<file path="config.mk">
export PLATFORM = sky130hd
export DESIGN_NAME = fft_frame_scheduler
export DESIGN_NICKNAME = d
export VERILOG_FILES = /design/src/rtl/fft_frame_scheduler.sv
export SDC_FILE = /design/constraint.sdc
export NUM_CORES = 1
export LEC_CHECK = 0
export BUFFER_PORTS_ARGS = -buffer_cell sky130_fd_sc_hd__buf_4
export CAP_MARGIN = 20
export CORE_MARGIN = 5
export CORE_UTILIZATION = 60
export CTS_CLUSTER_SIZE = 16
export DETAILED_ROUTE_END_ITERATION = 16
export PLACE_DENSITY = 0.84
export SLEW_MARGIN = 20
export SYNTH_ARGS = -nofsm -noshare
export SYNTH_HDL_FRONTEND = slang
export SYNTH_SLANG_ARGS = --single-unit
</file>
<file path="constraint.sdc">
create_clock -name clk -period 5.64 [get_ports clk]
set_input_delay 0.564 -clock clk [delete_from_list [all_inputs] [get_ports clk]]
set_output_delay 0.564 -clock clk [all_outputs]
set_load 0.01 [all_outputs]
</file>
<file path="src/rtl/fft_frame_scheduler.sv">
// Frame scheduler for the FFT front end: circular sample buffer pointers, fill tracking,
// and N_FFT-sample burst reads of overlapping frames advancing by HOP.
module fft_frame_scheduler #(
  parameter int N_FFT     = 256,
  parameter int HOP       = 128,
  parameter int BUF_DEPTH = 512
) (
  input  logic                         clk,
  input  logic                         rst,
  input  logic                         en,
  input  logic                         smp_valid,
  output logic                         wr_en,
  output logic [$clog2(BUF_DEPTH)-1:0] wr_addr,
  input  logic                         fft_ready,
  output logic                         rd_en,
  output logic [$clog2(BUF_DEPTH)-1:0] rd_addr,
  output logic                         frame_start,
  output logic                         rd_valid,
  output logic                         rd_last,
  output logic [15:0]                  frame_cnt,
  output logic                         overflow
);

  localparam int AW = $clog2(BUF_DEPTH);
  localparam logic [AW:0]   DEPTH_W = (AW+1)'(BUF_DEPTH);
  localparam logic [AW:0]   NFFT_W  = (AW+1)'(N_FFT);
  localparam logic [AW:0]   HOP_W   = (AW+1)'(HOP);
  localparam logic [AW-1:0] HOP_A   = AW'(HOP);
  localparam logic [AW-1:0] K_LAST  = AW'(N_FFT - 1);

  typedef enum logic [0:0] {
    IDLE = 1'b0,
    READ = 1'b1
  } state_t;

  state_t        state_r;
  state_t        state_next_s;
  logic [AW-1:0] wptr_r;
  logic [AW-1:0] fbase_r;
  logic [AW-1:0] k_r;
  logic [AW:0]   fill_r;
  logic          full_s;
  logic          frame_done_s;
  logic          start_s;
  logic [AW:0]   fill_inc_s;
  logic [AW:0]   fill_dec_s;

  // Next-state decode plus the combinational strobes; en low suppresses everything.
  always_comb begin
    state_next_s = state_r;
    wr_en        = 1'b0;
    rd_en        = 1'b0;
    frame_start  = 1'b0;
    frame_done_s = 1'b0;
    start_s      = 1'b0;
    full_s       = (fill_r == DEPTH_W);
    wr_en        = en & smp_valid & ~full_s;
    case (state_r)
      IDLE: begin
        if (en && (fill_r >= NFFT_W) && fft_ready) begin
          state_next_s = READ;
          start_s      = 1'b1;
        end else begin
          state_next_s = IDLE;
        end
      end
      READ: begin
        if (!en) begin
          state_next_s = IDLE;
        end else begin
          rd_en       = 1'b1;
          frame_start = (k_r == {AW{1'b0}});
          if (k_r == K_LAST) begin
            frame_done_s = 1'b1;
            state_next_s = IDLE;
          end else begin
            state_next_s = READ;
          end
        end
      end
      default: state_next_s = IDLE;
    endcase
  end

  // Fill moves by +1 per accepted sample and -HOP per completed frame, both possibly at once.
  always_comb begin
    fill_inc_s = {{AW{1'b0}}, wr_en};
    if (frame_done_s) begin
      fill_dec_s = HOP_W;
    end else begin
      fill_dec_s = {(AW+1){1'b0}};
    end
  end

  assign wr_addr = wptr_r;
  // Address is held at zero outside a burst so the read port is quiet between frames.
  assign rd_addr = rd_en ? (fbase_r + k_r) : {AW{1'b0}};

  // State, pointers and registered read-pipeline flags; en low clears like reset.
  always_ff @(posedge clk) begin
    if (rst || !en) begin
      state_r   <= IDLE;
      wptr_r    <= {AW{1'b0}};
      fbase_r   <= {AW{1'b0}};
      fill_r    <= {(AW+1){1'b0}};
      k_r       <= {AW{1'b0}};
      frame_cnt <= 16'd0;
      overflow  <= 1'b0;
      rd_valid  <= 1'b0;
      rd_last   <= 1'b0;
    end else begin
      state_r  <= state_next_s;
      fill_r   <= fill_r + fill_inc_s - fill_dec_s;
      rd_valid <= rd_en;
      rd_last  <= frame_done_s;
      if (wr_en) begin
        wptr_r <= wptr_r + {{(AW-1){1'b0}}, 1'b1};
      end
      if (smp_valid && full_s) begin
        overflow <= 1'b1;
      end
      if (start_s) begin
        k_r <= {AW{1'b0}};
      end else if (rd_en) begin
        k_r <= k_r + {{(AW-1){1'b0}}, 1'b1};
      end
      if (frame_done_s) begin
        fbase_r   <= fbase_r + HOP_A;
        frame_cnt <= frame_cnt + 16'd1;
      end
    end
  end

endmodule

</file>
Yosys cells after proc, flatten, opt, wreduce, memory -nomap -nowiden
Index checks and enable logic that the tools add are counted.
Operators by class
  add/sub/neg operators: 7
  order comparisons: 1
  eq/ne operators: 2
  mux-type cells: 14
  bitwise gates (word level): 4
  reduce and logical (&&, ||, !) cells: 7
Operators with widths (count)
  adder 9 x 1 -> 9 bit (second input constant): 2
  adder 16 x 1 -> 16 bit (second input constant): 1
  two-way mux 1 bit: 11
  adder 10 x 1 -> 10 bit: 1
  equality test 10 bit (second input constant): 1
  greater-or-equal comparator 10 x 9 -> 1 bit (second input constant): 1
  subtractor 10 bit: 1
  adder 9 x 8 -> 9 bit (second input constant): 1
  adder 9 bit: 1
  equality test 9 x 8 -> 1 bit (second input constant): 1
  logical NOT 9 bit: 1
  two-way mux 9 bit: 1
  two-way mux 8 bit: 1
  logical AND 1 bit: 3
  AND 1 bit: 2
  inverter 1 bit: 2
  one-hot mux 1 bit (2 select lines): 1
  OR reduction 2 bit: 1
  logical NOT 1 bit: 1
  logical OR 1 bit: 1
Word-level totals
  bits in registers: 57
  input port bits: 5

Logic depth before layout (Yosys ltp)
  depth in word-level cells: 6
  depth in mapped cells: 13
  gate-level depth less buffers: 12

Worst setup path before layout
Ideal clock, no wire load.
  path type: register to register
  start point: register fill_r[2]
  end point: register fill_r[8]
  arrival: 2.736 ns
  required time: 5.516 ns
  slack: 2.780 ns
  stages on the path, launching flop included: 14
  buffers on the path: 1
  clock period less this slack: 2.860 ns
  path through: dfxtp_1 inv_1 ha_1 or4b_1 buf_2 o211ai_2 inv_1 ha_1 inv_1 ha_1 nor2_1 o311ai_0 a41oi_1 mux2i_1
Between the ends
  longest elaborated chain between the ends: 5
Ends and longest elaborated chain
  start, declared: line 41  | logic [AW:0] fill_r;
  start signal, assigned: line 105  | fill_r <= {(AW+1){1'b0}};
  start signal, assigned: line 113  | fill_r <= fill_r + fill_inc_s - fill_dec_s;
  equality test 10 bit: line 56  | full_s = (fill_r == DEPTH_W);
  inverter 1 bit: line 57  | wr_en = en & smp_valid & ~full_s;
  AND 1 bit: line 57
  via wr_en: line 12  | output logic wr_en,
  adder 10 x 1 -> 10 bit: line 113
  subtractor 10 bit: line 113
The timed path passes the listed nets, and every way through them passes these cells.
A chain may end at the register's enable or synchronous reset.

Final worst setup path
  start point: register fill_r[2]
  end point: register fill_r[8]
Between the ends
  longest elaborated chain between the ends: 5
Ends and longest elaborated chain (line)
  equality test 10 bit: 56
  inverter 1 bit: 57
  AND 1 bit: 57
  adder 10 x 1 -> 10 bit (*): 113
  subtractor 10 bit (*): 113
Mark *: on every way between the ends. The rest lies on a longest branch, timed or not.

==> results.py <==
metrics = {
    "status": {
        "status": "completed",
    },
    "drt": {
        "routed_via_density": 5.695,
        "drcViolationCount": 0,
        "dr.pass1.iters": 4,
        "post_drt_wl_per_cell_um": 13.97,
        "postRouteAntennaNets": 0,
        "vias": 2295,
        "drt_first_iter_violations": 149,
        "totalWireLength_mm": 5.629,
    },
    "sta": {
        "period_minus_slack_ns": 3.238,
        "grt_setup_unrepaired": "false",
        "period_share_pct": 57.41,
        "fin_skew_ns": 0.008212,
        "final_max_slew_viol_count": 0,
        "fmax_mhz": 308.8,
        "setup_tns_ns": 0,
        "hold_viol_final": 0,
        "tightest_slew_ns": 0.7685,
        "whs_ns": 0.4308,
        "fin_ws_ns": 2.402,
        "maxSlewHeadroom_pct": 48.66,
        "final-setup-viol-count": 0,
    },
    "synth": {
        "synth.avg_cell_area_um2": 8.632,
        "synth_cells": 308,
        "synth_edf_count": 0,
        "yosysSeqAreaShare_pct": 37.65,
        "synth_nets": 335,
        "syn_area_um2": 2659,
        "yosys_warnings": 0,
        "synth_seq_cells": 50,
        "async_flop_share_pct": 0,
        "ys.flop_type": "dfxtp_1",
        "synth.distinct_cells": 48,
    },
    "floorplan": {
        "start_util_pct": 61.49,
        "die_h_um": 76.57,
        "dieArea_um2": 5863,
        "core-area_um2": 4324,
        "die_w_um": 76.57,
        "std_cell_rows": 24,
        "io_pins": 45,
    },
    "placement": {
        "numPortBuffers": 44,
        "dpl.hpwl_mm": 4.155,
        "gp_congestion": 0.8836,
        "dp_slack_ns": 2.451,
    },
    "setup_path": {
        "path_class": "reg -> reg",
        "critPathLaunchType": "flip-flop",
        "critical_path.max_stage_delay_ns": 0.61,
        "crit_path_top_delay_cell": "o311ai_0",
        "cp_max_fo": 7,
        "cp.required_ns": 5.83,
        "worst_setup_path_end_kind": "flip-flop",
        "cp_top_family": "compound AO/OA/AOI/OAI gates",
        "critPathArrivalTime_ns": 3.42,
        "cp_cell_sequence": "inv_1 -> ha_1 -> or4b_1 -> o211ai_2 -> inv_1 -> ha_1 -> inv_1 -> ha_1 -> nor2_1 -> o311ai_0 -> a41oi_1 -> mux2i_1",
        "critPathBufInv": 3,
    },
    "global_routing": {
        "grt_first_pass_wirelength_mm": 9.501,
        "grt_max_degree": 22,
        "antenna_found_initial": 0,
        "grt_usage_pct": 19.22,
        "grt_pass1_vias": 2139,
        "overflow": 0,
    },
    "cells_and_area": {
        "mostFrequentLayoutCells": "50 x dfxtp_1, 45 x buf_4, 41 x nor2_1",
        "layout.nets": 377,
        "fillers": 323,
        "n_antenna_cell": 0,
        "syn2layout_area_growth_pct": 16.89,
        "final_common_cell": "dfxtp_1",
        "layout-drive-gt1-share_pct": 16.24,
    },
    "power_and_ir_drop": {
        "ir_drop_uv": 151.3,
        "power.leakage_nw": 1.271,
        "p_per_area_nw_per_um2": 210.1,
        "power_uw": 653.1,
    },
    "cts": {
        "clock_path_buffers": 2,
        "clock_latency_ns": 0.30,
        "cts_tree": "built",
        "cts-root-buf": "clkbuf_8",
        "post-cts-setup-buffer-count": 0,
        "clock-sinks": 50,
        "cts_buffers": 5,
        "cts_htree_levels": 2,
        "path_clk_slew_ns": 0.09,
        "hold_buffers": 0,
        "post_cts_resized": 0,
    },
    "worst_hold_path": {
        "hold_class": "in -> reg",
    },
    "run": {
        "drv_cap": 0,
    },
}
==> cells by family (layout without fill, tap and decap cells) <==
kind of cell    count (synthesis)  after routing  synth area share (%)
simple gates                  128            128                 25.65
flops                          50             50                 37.65
compound gates                 48             48                 11.81
buf+inv                        30             73                 4.517
xor+xnor                       27             27                 8.894
fa+ha+maj                      22             22                 10.35
mux                             3              3                 1.129
==> worst reg2reg max path, cell delays in order, from the launching register on <==
cell and delay (ns):
dfxtp_1 0.33, inv_1 0.10, ha_1 0.15, or4b_1 0.57, o211ai_2 0.34, inv_1 0.11, ha_1 0.21, inv_1 0.07
ha_1 0.17, nor2_1 0.06, o311ai_0 0.61, a41oi_1 0.24, mux2i_1 0.16
==> area by class of cell <==
cell class                 instances  area [um^2]  share of cell area, %
clock buffer                       7        86.33                  2.778
clock inverter                     1        5.005                 0.1610
inverter                          20        75.07                  2.415
multi-input combinational        228         1538                  49.48
sequential                        50         1001                  32.21
tap                               52        65.06                  2.093
timing repair buffer              45        337.8                  10.87
==> sequential cells by signal, summed over array words and instances, names as in the netlist <==
| signal | flops |
|---|---|
| fbase_r | 2 |
| rd_valid | 1 |
| state_r | 1 |
| fill_r | 10 |
| frame_cnt | 16 |
| overflow | 1 |
| rd_last | 1 |
| wr_addr | 9 |
| k_r | 9 |
==> per-stage QoR <==
step / instances / util [%] / cell area, um^2
after CTS: 403 / 71.88 / 3108
final: 403 / 71.88 / 3108
after global placement: 395 / 69.76 / 3017
after detailed placement: 395 / 69.76 / 3017
after global routing: 403 / 71.88 / 3108
after floorplan: 308 / - / 2659
==> worst paths after layout <==
| kind | end | cells past startpoint | slack [ns] | from |
|---|---|---|---|---|
| hold reg to reg | overflow | 2 | 0.48 | overflow |
| setup reg to reg | fill_r[8] | 12 | 2.40 | fill_r[2] |
| setup / recovery | fill_r[8] | 12 | 2.40 | fill_r[2] |
| hold / removal | rd_last | 2 | 0.43 | rst |
==> per-layer routing <==
metal,up-vias,share of wire (%),GRT usage [%],wire length [um]
met4,0,1.1,6.119,61
met2,50,48,31.85,2693
met3,6,5.2,4.965,295
li1,1167,-,-,-
met1,1072,46,24.25,2578
met5,-,0,0,0
==> synth_stat cells (5+ instances only) <==
cell type  number  area share, %
nand2_1        20            2.8
xnor2_1        12            4.0
nand2b_1        7            1.6
o21ai_0         8            1.5
ha_1           22             10
or4_1           7            2.0
nand3_1        10            1.9
nand4_1         7            1.6
dfxtp_1        50             38
inv_1          20            2.8
nor2_1         41            5.8
clkbuf_1        5           0.71
and3_1         13            3.1
o31ai_1         6            1.7
xor2_1         15            4.9
a21oi_1        17            3.2
==> power breakdown <==
part	leakage, nW	internal, mW	total [mW]	switching [mW]
registers	0.403	0.358	0.363	0.00464
clock network	0.0482	0.0992	0.216	0.117
logic	0.819	0.0300	0.0741	0.0441
total	1.27	0.488	0.653	0.165
Power figures use the tool's default switching activity.
